File: config.mk
export PLATFORM = sky130hd
export DESIGN_NAME = matmul_arbiter
export DESIGN_NICKNAME = d
export VERILOG_FILES = /design/src/rtl/matmul_arbiter.sv
export SDC_FILE = /design/constraint.sdc
export NUM_CORES = 1
export LEC_CHECK = 0
export ABC_AREA = 1
export CAP_MARGIN = 20
export CORE_AREA = 2 2 129 131
export CTS_CLUSTER_SIZE = 12
export DETAILED_ROUTE_END_ITERATION = 16
export DIE_AREA = 0 0 131 133
export PLACE_DENSITY = 0.76
export SYNTH_ARGS = -nofsm -noshare
export SYNTH_HDL_FRONTEND = slang
export SYNTH_SLANG_ARGS = --single-unit
File: constraint.sdc
create_clock -name clk -period 3.3 [get_ports clk]
set_input_delay 0.495 -clock clk [delete_from_list [all_inputs] [get_ports clk]]
set_output_delay 0.495 -clock clk [all_outputs]
set_load 0.1 [all_outputs]
File: src/rtl/matmul_arbiter.sv
// Round-robin arbiter sharing one 2x2 matrix multiplier between two requesters.
// Define MATMUL_ARB_TIMEOUT_EN to add a WAIT-state watchdog of TIMEOUT cycles.
module matmul_arbiter #(
  parameter int TIMEOUT = 16
) (
  input  logic        clk,
  input  logic        rst_n,
  input  logic [1:0]  req_valid,
  input  logic [31:0] req_a0,
  input  logic [31:0] req_b0,
  input  logic [31:0] req_a1,
  input  logic [31:0] req_b1,
  output logic [1:0]  req_ready,
  output logic [1:0]  rsp_valid,
  output logic [63:0] rsp_c,
  output logic        rsp_err,
  output logic        busy,
  output logic        mm_start,
  output logic [31:0] mm_a,
  output logic [31:0] mm_b,
  input  logic [63:0] mm_c,
  input  logic        mm_done
);

  typedef enum logic [1:0] {IDLE, ISSUE, WAIT, RESP} state_t;

  state_t state, state_nxt;
  logic   ptr;
  logic   owner;
  logic   win;
  logic   accept;
  logic   expired;

  if (TIMEOUT < 2 || TIMEOUT > 255) begin : g_bad_timeout
    $error("matmul_arbiter: TIMEOUT must be within 2..255");
  end

`ifdef MATMUL_ARB_TIMEOUT_EN
  localparam logic [7:0] TO_LAST = 8'(TIMEOUT - 1);
  logic [7:0] cnt;
  logic       err;

  always_ff @(posedge clk) begin
    if (!rst_n) begin
      cnt <= '0;
    end else if (state == ISSUE) begin
      cnt <= '0;
    end else if (state == WAIT) begin
      cnt <= cnt + 8'd1;
    end
  end

  always_ff @(posedge clk) begin
    if (!rst_n) begin
      err <= 1'b0;
    end else if (state == WAIT) begin
      if (mm_done) begin
        err <= 1'b0;
      end else if (expired) begin
        err <= 1'b1;
      end
    end
  end

  assign expired = (cnt == TO_LAST);
  assign rsp_err = err;
`else
  assign expired = 1'b0;
  assign rsp_err = 1'b0;
`endif

  // Holding the accept off during reset keeps req_ready from promising a transfer that never happens.
  assign win    = req_valid[ptr] ? ptr : ~ptr;
  assign accept = rst_n && (|req_valid);

  always_comb begin
    state_nxt = state;
    req_ready = 2'b00;
    case (state)
      IDLE: begin
        if (accept) begin
          req_ready[win] = 1'b1;
          state_nxt      = ISSUE;
        end
      end
      ISSUE: state_nxt = WAIT;
      WAIT: begin
        if (mm_done || expired) begin
          state_nxt = RESP;
        end
      end
      RESP:    state_nxt = IDLE;
      default: state_nxt = IDLE;
    endcase
  end

  assign mm_start  = (state == ISSUE);
  assign busy      = (state != IDLE);
  assign rsp_valid = (state == RESP) ? (owner ? 2'b10 : 2'b01) : 2'b00;

  always_ff @(posedge clk) begin
    if (!rst_n) begin
      state <= IDLE;
      ptr   <= 1'b0;
      owner <= 1'b0;
      mm_a  <= '0;
      mm_b  <= '0;
      rsp_c <= '0;
    end else begin
      state <= state_nxt;
      if (state == IDLE && accept) begin
        owner <= win;
        mm_a  <= win ? req_a1 : req_a0;
        mm_b  <= win ? req_b1 : req_b0;
      end
      if (state == WAIT) begin
        if (mm_done) begin
          rsp_c <= mm_c;
        end else if (expired) begin
          rsp_c <= '0;
        end
      end
      if (state == RESP) begin
        ptr <= ~owner;
      end
    end
  end

endmodule

Word-level counts from Yosys, hierarchy flattened
Cells that the tools add are included.
W data, S select, Z words.
{"block": "totals", "wordCells": 38, "register_bits": 132, "inputBits": 197}
{"block": "classes", "mux": 14, "n_eq_ne": 5, "bitwise_logic": 2, "n_lt_le_gt_ge": 3, "n_reduce_logical": 8}
{"operator": "$mux W32", "count": 2}
{"operator": "$mux W2", "count": 6}
{"operator": "$pmux W2 S4", "count": 1}
{"operator": "$eq A2 B2 Y1 const B", "count": 2}
{"operator": "$lt A1 B2 Y1 const B", "count": 2}
{"operator": "$mux W1", "count": 4}
{"operator": "$ne A2 B2 Y1 const B", "count": 2}
{"operator": "$reduce_and A2 Y1", "count": 2}
{"operator": "$logic_and A1 B1 Y1", "count": 3}
{"operator": "$eq A2 B1 Y1 const B", "count": 1}
{"operator": "$logic_not A2 Y1", "count": 1}
{"operator": "$not A1 Y1", "count": 2}
{"operator": "$reduce_bool A2 Y1", "count": 1}
{"operator": "$reduce_or A2 Y1", "count": 1}
{"operator": "$demux W1 S1", "count": 1}
{"operator": "$ge A1 B1 Y1 const B", "count": 1}

Longest topological paths before layout
{"block": "logic_depth", "depth_word": 9, "depth_mapped": 9, "ltp_nobuf": 7}

Worst setup path before layout
No wires, ideal clock.
{"block": "synth_path", "kind": "flip-flop to output port", "from": "register state[0]", "to": "output port req_ready[1]", "arrival_time_ns": 2.243, "stages_incl_launch_ff": 8, "n_path_buf": 1, "required_ns": 2.805, "setup_slack_ns": 0.562, "path_cell_list": "dfxtp_1 inv_1 ha_1 inv_1 nor3_2 nand2_1 buf_2 inv_1"}
{"block": "synth_between", "elab_chain_len": 2}
{"item": "start, declared", "line": "27", "text": "state_t state, state_nxt;"}
{"item": "start signal, assigned", "line": "110", "text": "state <= state_nxt;"}
{"item": "$logic_not A2 Y1", "line": "79", "text": "case (state)"}
{"item": "$mux W2", "line": "79"}
{"item": "end, declared", "line": "13", "text": "output logic [1:0] req_ready,"}
Every way passes these cells.

Final worst setup path
{"block": "layout_path", "from": "input port req_valid[0]", "to": "output port req_ready[0]"}
{"block": "layout_between", "elab_chain_len": 9, "elab_cells_between_ends": 12, "cone_classes": "order compare: 2; mux: 7; reduce/logical: 3"}
{"item": "start, declared", "line": "8", "text": "input logic [1:0] req_valid,"}
{"item": "$mux W1 (implied by the code) (2 in series)", "line": "73", "text": "assign win = req_valid[ptr] ? ptr : ~ptr;"}
{"item": "$mux W1", "line": "73"}
{"item": "$lt A1 B2 Y1 (implied by the code) or $ge A1 B1 Y1 (tied branches)", "line": "82", "text": "req_ready[win] = 1'b1;"}
{"item": "$logic_and A1 B1 Y1 (implied by the code)", "line": "82"}
{"item": "$mux W1 (implied by the code)", "line": "82"}
{"item": "$demux W1 S1", "line": "82"}
{"item": "$mux W2 (*)", "line": "81", "text": "if (accept) begin"}
{"item": "$mux W2 (*)", "line": "79"}
Every way passes the cells marked *; elsewhere a longest branch is shown, timed or not. The select of a mux whose other input is x is not followed.

==> metrics <==
status finished, final reports clean; Initial DRT Pass Iterations 4; synthesis warning total 0; Post-CTS Resized 0; share of layout cells above drive strength 1 between 5 and 6%; Clock H-tree levels 4; CTS Hold Buffers Added 0; Slew HR a little under a third; GPL Wtd Cong ~0.8; FMAX roughly 350 MHz; highest-count cells in the layout ignoring fill and taps clkdlybuf4s50_1, nor2_1, nand2_1, dfxtp_1, inv_1; WL met3 between 2000 and 2500 um; DRC Markers 0; Yosys top cell area share 46.4%; postcts setup bufs 0; Netlist cell types 16; CTS max path bufs 2; most common cell after layout, fill and taps aside clkdlybuf4s50_1; Final Hold Fails 0; Util after Layout 60.0%; Die X roughly 130 um; Final Cell Area roughly 9700 um2; Detail Route Antenna Nets 0; worst path arrival time 2.38 ns; RSZ-0062 raised after global routing no; WL per Instance ~14 um; reg2reg end mm_a[28]; power density over the cells between 1000 and 1500 nW/um2; cell count of the worst reg-to-reg path 8; Initial Util between 30% and 40%; total of max-cap violations 0; Worst Hold Path EP owner; port bufs 330; Area after DPL 9090 um2; accumulated negative setup slack 0 ns; I/O pin total about 330; Final #Nets 1377; vias in the first global route 5837; worst setup margin between 0.4 and 0.5 ns; clk root buf clkbuf_16; VDD IR max 0.000563 V; first-pass GRT wire length ~29000 um; P_leak 4.42 nW; clk_skew approximately 0.0075 ns; Worst-Margin Slew ~1.0 ns; Synth Register Bits around 130; ANT cells 0; sequential cell area fraction in the yosys report roughly 46%; Core Area ~16000 um2; Synth Net Count around 1100; gr usage total 21.2%; min cycle time layout about 2.9 ns; First DRT Iteration DRCs around 340; Tightest Hold Check Type in -> reg; max-slew violation count 0; mean area per synthesized cell between 6 and 7 um2; CTS Buf Count 17; Layout area overhead 70.5%; Worst Path Class, Setup in -> out; CTS tree done; Place WS between 0.3 and 0.4 ns; gr ovfl total 0; Final setup viols 0; num rows between 40 and 50; clock transition at the registers of the reported paths around 0.05 ns; top cell type by total area after synthesis dfxtp_1; Worst EP required ~2.8 ns; pin count of the biggest net entering global routing between 80 and 90; Hold Startpoint rst_n; CP Launch Type input port; DP HPWL approximately 14000 um; clock net sink count approximately 130; Final Power approximately 11 mW; initial antenna violation count 0; via count approximately 6300; Skew-Pair Late Insertion Delay 0.42 ns; vias per inst between 4 and 5; Hold Path Stages 3; worst reg2reg startpoint state[1]; Top Layer Used met4; Synth Cell Area between 5000 and 6000 um2; crit end category output port; die footprint between 15000 and 20000 um2; critical path fanouts, max 20; Post-Syn Instances 871; Die H roughly 130 um; Area contributors post-synth dfxtp_1, nor2_1, nand2_1; routed wl met2 9190 um; fin crit share 87.0%; reg-to-reg setup timing slack between 1 and 1.5 ns; DRT Wirelength 19100 um; Metal-1 WL approximately 7500 um
-- critical path: stages --
cell and delay, ns:
clkdlybuf4s50_1 0.43, o21ai_2 0.67, inv_2 0.34, nand2_1 0.18
inv_1 0.08, buf_12 0.17
-- final cells by class --
class / count / area [um2]
tap: 220 / 275
fill: 1505 / 6460
timing repair buffer: 340 / 3370
multi-input combinational: 608 / 2520
inverter: 76 / 285
sequential: 132 / 2640
clock inverter: 12 / 168
clock buffer: 20 / 447
-- synth_stat cells, drive strengths merged --
cell / instances
dfxtp: 132
nor3: 1
inv: 76
nand2: 203
conb: 1
a21oi: 3
nand3: 65
o21ai: 67
clkbuf: 29
nor2: 263
buf: 26
ha: 5
-- sequential cells by signal, summed over array words and instances, names as in the netlist --
signal  flops
mm_a       32
mm_b       32
owner       1
ptr         1
rsp_c      64
state       2
-- where the power goes --
group          total (mW)  internal (mW)  switching, mW
Clock                1.97           1.23          0.749
Combinational        6.34           1.45           4.89
Sequential           2.36           2.11          0.250
Total                10.7           4.79           5.89
-- per-stage QoR --
step                hold slack (ns)  std cells
floorplan                     0.455        871
global placement              0.460       1376
detailed placement            0.471       1376
CTS                           0.371       1408
global route                  0.385       1408
finish                        0.389       1408
-- routing by layer --
metal	up-vias	GRT usage, %
li1	3254	-
met1	2814	23.3
met2	243	35.6
met3	25	9.58
met4	0	7.92
met5	-	0
-- worst max path at each step --
| stage | startpoint | endpoint | slack [ns] | depth (start not counted) |
|---|---|---|---|---|
| after floorplan | state[0] | req_ready[1] | 0.56 | 7 |
| after CTS | req_valid[0] | req_ready[0] | 0.35 | 6 |
| after detailed placement | req_valid[0] | req_ready[0] | 0.36 | 6 |
| after global routing | req_valid[0] | req_ready[0] | 0.27 | 6 |
| after global placement | req_valid[0] | req_ready[0] | 0.39 | 6 |
| final | req_valid[0] | req_ready[0] | 0.43 | 6 |
-- cell families after synthesis --
logic type / count (synthesis) / share of synthesized area (%)
adders and majority gates: 5 / 1.10
AOI/OAI and AO/OA: 70 / 6.22
and+or+nand+nor: 532 / 36.6
DFF: 132 / 46.4
buffers and inverters: 131 / 9.58
other: 1 / 0.0659
No activity file was read; power rests on OpenSTA's default activity.
